[src/rtl/spi_master_byte.sv]
// spi_master_byte: byte-oriented SPI mode-0 master (CPOL=0, CPHA=0).
// Exchanges one DATA_WIDTH word per valid/ready handshake and keeps /CS low
// across words until a word tagged last has completed.
// Build option: define SPI_MASTER_LOOPBACK_EN to sample mosi_o instead of
// miso_i (bring-up without a slave attached).
module spi_master_byte #(
   parameter int unsigned DATA_WIDTH = 8,
   parameter int unsigned CLK_DIV    = 4
) (
   input  logic                  sysClk_i,
   input  logic                  reset_ni,
   input  logic [DATA_WIDTH-1:0] tx_data_i,
   input  logic                  tx_valid_i,
   input  logic                  tx_last_i,
   output logic                  tx_ready_o,
   output logic [DATA_WIDTH-1:0] rx_data_o,
   output logic                  rx_valid_o,
   output logic                  busy_o,
   output logic                  spiClk_o,
   output logic                  mosi_o,
   input  logic                  miso_i,
   output logic                  cs_no
);

   localparam int unsigned DW    = DATA_WIDTH;
   localparam int unsigned DIV_W = $clog2(CLK_DIV);
   localparam int unsigned BIT_W = $clog2(DATA_WIDTH);

   localparam logic [DIV_W-1:0] DIV_LOAD = DIV_W'(CLK_DIV - 1);
   localparam logic [BIT_W-1:0] BIT_LOAD = BIT_W'(DATA_WIDTH - 1);

   localparam logic [2:0] IDLE  = 3'd0;
   localparam logic [2:0] SETUP = 3'd1;
   localparam logic [2:0] HIGH  = 3'd2;
   localparam logic [2:0] LOW   = 3'd3;
   localparam logic [2:0] GAP   = 3'd4;
   localparam logic [2:0] HOLD  = 3'd5;
   localparam logic [2:0] DESEL = 3'd6;

   logic [2:0]       state_q, state_d;
   logic [DIV_W-1:0] div_q, div_d;
   logic [BIT_W-1:0] bit_q, bit_d;
   logic [DW-1:0]    tx_sh_q, tx_sh_d;
   logic [DW-1:0]    rx_sh_q, rx_sh_d;
   logic             last_q, last_d;
   logic             cs_d, sclk_d, mosi_d, rx_valid_d;
   logic [DW-1:0]    rx_data_d;
   logic             sample_bit;

   // Bit captured on every spiClk rising edge
`ifdef SPI_MASTER_LOOPBACK_EN
   logic unused_miso;
   assign unused_miso = miso_i;
   assign sample_bit  = mosi_o;
`else
   assign sample_bit  = miso_i;
`endif

   // Next-state and next-output logic for the byte sequencer
   always_comb begin
      state_d    = state_q;
      div_d      = div_q;
      bit_d      = bit_q;
      tx_sh_d    = tx_sh_q;
      rx_sh_d    = rx_sh_q;
      last_d     = last_q;
      cs_d       = cs_no;
      sclk_d     = spiClk_o;
      mosi_d     = mosi_o;
      rx_data_d  = rx_data_o;
      rx_valid_d = 1'b0;

      if (div_q != '0) begin
         div_d = div_q - DIV_W'(1);
      end

      case (state_q)
         IDLE: begin
            if (tx_valid_i) begin
               tx_sh_d = tx_data_i;
               last_d  = tx_last_i;
               mosi_d  = tx_data_i[DW-1];
               cs_d    = 1'b0;
               bit_d   = BIT_LOAD;
               div_d   = DIV_LOAD;
               state_d = SETUP;
            end
         end
         SETUP, LOW: begin
            if (div_q == '0) begin
               sclk_d  = 1'b1;
               rx_sh_d = {rx_sh_q[DW-2:0], sample_bit};
               div_d   = DIV_LOAD;
               state_d = HIGH;
            end
         end
         HIGH: begin
            if (div_q == '0) begin
               sclk_d = 1'b0;
               div_d  = DIV_LOAD;
               if (bit_q != '0) begin
                  tx_sh_d = {tx_sh_q[DW-2:0], 1'b0};
                  mosi_d  = tx_sh_q[DW-2];
                  bit_d   = bit_q - BIT_W'(1);
                  state_d = LOW;
               end else begin
                  rx_data_d  = rx_sh_q;
                  rx_valid_d = 1'b1;
                  state_d    = last_q ? HOLD : GAP;
               end
            end
         end
         GAP: begin
            // /CS stays low while waiting for the next byte of the frame
            if (tx_valid_i) begin
               tx_sh_d = tx_data_i;
               last_d  = tx_last_i;
               mosi_d  = tx_data_i[DW-1];
               bit_d   = BIT_LOAD;
               div_d   = DIV_LOAD;
               state_d = LOW;
            end
         end
         HOLD: begin
            if (div_q == '0) begin
               cs_d    = 1'b1;
               div_d   = DIV_LOAD;
               state_d = DESEL;
            end
         end
         DESEL: begin
            if (div_q == '0) begin
               state_d = IDLE;
            end
         end
         default: begin
            state_d = IDLE;
            cs_d    = 1'b1;
            sclk_d  = 1'b0;
         end
      endcase
   end

   // State and registered outputs, synchronous active-low reset
   always_ff @(posedge sysClk_i) begin
      if (!reset_ni) begin
         state_q    <= IDLE;
         div_q      <= '0;
         bit_q      <= '0;
         tx_sh_q    <= '0;
         rx_sh_q    <= '0;
         last_q     <= 1'b0;
         cs_no      <= 1'b1;
         spiClk_o   <= 1'b0;
         mosi_o     <= 1'b0;
         rx_data_o  <= '0;
         rx_valid_o <= 1'b0;
         tx_ready_o <= 1'b1;
         busy_o     <= 1'b0;
      end else begin
         state_q    <= state_d;
         div_q      <= div_d;
         bit_q      <= bit_d;
         tx_sh_q    <= tx_sh_d;
         rx_sh_q    <= rx_sh_d;
         last_q     <= last_d;
         cs_no      <= cs_d;
         spiClk_o   <= sclk_d;
         mosi_o     <= mosi_d;
         rx_data_o  <= rx_data_d;
         rx_valid_o <= rx_valid_d;
         tx_ready_o <= (state_d == IDLE) || (state_d == GAP);
         busy_o     <= (state_d != IDLE);
      end
   end

endmodule
[config.mk]
export PLATFORM = sky130hd
export DESIGN_NAME = spi_master_byte
export DESIGN_NICKNAME = d
export VERILOG_FILES = /design/src/rtl/spi_master_byte.sv
export SDC_FILE = /design/constraint.sdc
export NUM_CORES = 1
export LEC_CHECK = 0
export BUFFER_PORTS_ARGS = -buffer_cell sky130_fd_sc_hd__buf_2
export CAP_MARGIN = 30
export CORE_AREA = 5 5 65 67
export CTS_BUF_LIST = sky130_fd_sc_hd__clkbuf_4 sky130_fd_sc_hd__clkbuf_8 sky130_fd_sc_hd__clkbuf_16
export CTS_CLUSTER_DIAMETER = 40
export DETAILED_ROUTE_END_ITERATION = 10
export DIE_AREA = 0 0 70 72
export MAX_ROUTING_LAYER = met4
export PLACE_DENSITY_LB_ADDON = 0.25
export SLEW_MARGIN = 20
export SYNTH_ARGS = -nofsm -noshare
export SYNTH_HDL_FRONTEND = slang
export SYNTH_SLANG_ARGS = --single-unit
[constraint.sdc]
create_clock -name sysClk_i -period 1.7 [get_ports sysClk_i]
set_clock_uncertainty 0.05 [all_clocks]
set_input_delay 0.255 -clock sysClk_i [delete_from_list [all_inputs] [get_ports sysClk_i]]
set_output_delay 0.255 -clock sysClk_i [all_outputs]
set_load 0.02 [all_outputs]
==> results.sh <==
export IMPL_status="finished, final reports clean"
export IMPL_io_buffer_count=26
export IMPL_max_freq_ghz=0.6399
export IMPL_netSwitchingPower_mw=0.6528
export IMPL_finalNonFillerCells=278
export IMPL_design_area_um2=2071
export IMPL_ios=27
export IMPL_yosysSeqAreaShare=0.4415
export IMPL_synth_cell_type_count=37
export IMPL_setup_viol=0
export IMPL_hold_ws_ns=0.08124
export IMPL_cp_arrival_ns=1.74
export IMPL_ys_ff_latch=38
export IMPL_vias=1444
export IMPL_layout_setup_ws_ns=0.1373
export IMPL_firstDrtPassIters=4
export IMPL_antenna_found_initial=0
export IMPL_synth_warnings=0
export IMPL_hold_viol=0
export IMPL_die_h_um=72
export IMPL_totalWireLength_um=3425
export IMPL_nets=247
export IMPL_r2r_end="busy_o"
export IMPL_wire_per_inst_um=12.32
export IMPL_final_layout_size_suffix_gt1_frac=0.2913
export IMPL_cts_buffer_depth=2
export IMPL_timing_critical_path_to="busy_o"
export IMPL_power_share_combinational=0.272
export IMPL_die_w_um=70
export IMPL_n_antenna_cell=0
export IMPL_critical_path_class="reg2reg"
export IMPL_final_antenna_net_count=0
export IMPL_startpoint_type="flip-flop"
export IMPL_drv_slew=0
export IMPL_internal_power_mw=1.440
export IMPL_pwr_share_seq=0.484
export IMPL_r2r_slack_ns=0.14
export IMPL_reg2reg_depth=6
export IMPL_clk_latency_ns=0.35
export IMPL_drc_errors=0
export IMPL_reg2reg_from="div_q[0]"
export IMPL_cp_startpoint="div_q[0]"
export IMPL_period_share=0.9192
export IMPL_grt_pass1_wl_um=6058
export IMPL_numCtsBuffers=5
export IMPL_dieArea_um2=5040
export IMPL_postCtsHoldBufs=0
export IMPL_fill_cells=352
export IMPL_fin_util=0.5787
export IMPL_drtIter0Drc=105
export IMPL_critPathRequiredTime_ns=1.88
export IMPL_synthToLayoutAreaGrowth_pct=20.19
export IMPL_switching_share=0.3119
export IMPL_rsz0062_at_grt="false"
export IMPL_syn_area_um2=1723
export IMPL_power_frac_clock=0.244
export IMPL_dp_cells=269
export IMPL_root_buffer="clkbuf_4"
export IMPL_gp_congestion=0.7748
export IMPL_grt_pass1_vias=1386
export IMPL_h_tree_depth=2
export IMPL_finalPower_mw=2.093
export IMPL_start_util=0.4815
export IMPL_grt_max_degree=23
export IMPL_hp_class="in2reg"
export IMPL_synth_nets=209
export IMPL_place_hpwl_um=2446
export IMPL_postSynthCellCount=191
export IMPL_cts_tree="built"
export IMPL_cts_num_sinks=38
export IMPL_coreArea_um2=3578
export IMPL_crit_fanout=7
export IMPL_synth_area_per_cell_um2=9.020
export IMPL_cap_violations=0
export IMPL_num_rows=22
export IMPL_post_route_min_period_ns=1.563
export IMPL_totalNegativeSetupSlack_ns=0
export IMPL_power_leakage_nw=0.9074
export IMPL_irDropWorstVdd_mv=0.6372
export IMPL_path_clk_slew_ns=0.11
export IMPL_max_slew_margin_rel=0.7254
export IMPL_post_drt_via_cell_ratio=5.194
export IMPL_track_usage=0.1493
export IMPL_power_density_nw_per_um2=1011
export IMPL_worstMarginPinSlew_ns=0.4115
export IMPL_dpl_worst_slack_ns=0.05488
export IMPL_cp_end_kind="flip-flop"
export IMPL_place_area_um2=1967
export IMPL_gr_total_overflow=0
## how the worst min path moves through the flow
stage                       startpoint            to  slack, ns  cells after the start
after floorplan               reset_ni         cs_no       0.28                      1
after global placement    rx_data_o[6]  rx_data_o[6]       0.39                      2
after detailed placement  rx_data_o[6]  rx_data_o[6]       0.40                      2
after CTS                     reset_ni         cs_no       0.08                      2
after global routing          reset_ni         cs_no       0.08                      2
final                         reset_ni         cs_no       0.08                      2
## routing by layer
layer | track usage | vias to the layer above | routed length [um]
met3 | 0.05402 | 4 | 158
met2 | 0.2183 | 21 | 1530
li1 | - | 741 | -
met1 | 0.1966 | 678 | 1711
met4 | 0.03830 | 0 | 24
met5 | - | - | 0
## timing repair
action	4_1_cts	5_1_grt
buffers inserted	0	1
endpoints found under the setup margin	0	11
gates resized for setup	0	5
## cell usage after synthesis (all sizes together)
library cell  instances  area (um2)
and2b                 1       7.510
or3                   1       7.510
a21o                  1       7.510
ha                    5       62.56
or3b                  1       11.26
nor3                  1       5.000
dfxtp                38       760.7
inv                   9       33.78
a311oi                9       91.34
nand4bb               1       16.27
a221oi                1       15.01
nor2b                 1       8.760
o21ai                14       81.33
a221o                 1       10.01
a31oi                 1       6.260
mux2i                10       100.1
o311a                 2       20.02
a21oi                15       75.07
nor2                 29       111.4
nand2                22       90.09
a211oi                3       27.52
clkbuf                5       18.77
nand2b                1       6.260
nand3                 9       50.05
nor4bb                1       25.02
buf                   7       60.05
nand4                 1       6.260
o211ai                1       7.510
## power groups by stage
stage / logic, mW / clock network, mW / registers (mW)
after global routing: 0.633 / 0.565 / 1.02
after global placement: 0.535 / 0 / 1.03
after detailed placement: 0.541 / 0 / 1.03
after floorplan: 0.379 / 0 / 1.05
final: 0.569 / 0.511 / 1.01
after CTS: 0.542 / 0.522 / 1.01
## cells by family (layout without fill, tap and decap cells)
| family | count (synthesis) | count (layout) | synth area share |
|---|---|---|---|
| simple gates | 69 | 69 | 0.2004 |
| compound gates | 48 | 48 | 0.1983 |
| flops | 38 | 38 | 0.4415 |
| buf+inv | 21 | 60 | 0.06535 |
| mux | 10 | 10 | 0.05810 |
| fa+ha+maj | 5 | 5 | 0.03631 |
## layout make-up
cell class	count	area, um2	share of cell area
Sequential cell	38	762.0	0.3680
Clock buffer	7	58.81	0.02840
Inverter	9	33.78	0.01631
Tap cell	48	60.06	0.02900
Clock inverter	1	5.005	0.002417
Timing Repair Buffer	43	286.5	0.1384
Multi-Input combinational cell	132	864.6	0.4175
## worst max-delay path, stage by stage, from the launching register on
cell and delay [ns]:
dfxtp_2 0.37, inv_1 0.06, ha_2 0.21, buf_4 0.17, a221o_1 0.33, o21ai_0 0.13, a31oi_1 0.13
## flip-flops by register name, summed over array words and instances, names as in the netlist
name        cells
bit_q           3
rx_valid_o      1
cs_no           1
mosi_o          1
tx_sh_q         7
last_q          1
tx_ready_o      1
rx_sh_q         8
busy_o          1
state_q         3
rx_data_o       8
div_q           2
spiClk_o        1
## placed cells by master, fill, tap and decap left out, drive strengths merged, types with 2 or more instances in the layout
cell and count:
a211oi 3, a21oi 15, a311oi 9, buf 43
clkbuf 7, dfxtp 38, ha 5, inv 9
mux2i 10, nand2 22, nand3 9, nor2 29
o21ai 14, o311a 2
Power figures use the tool's default switching activity.
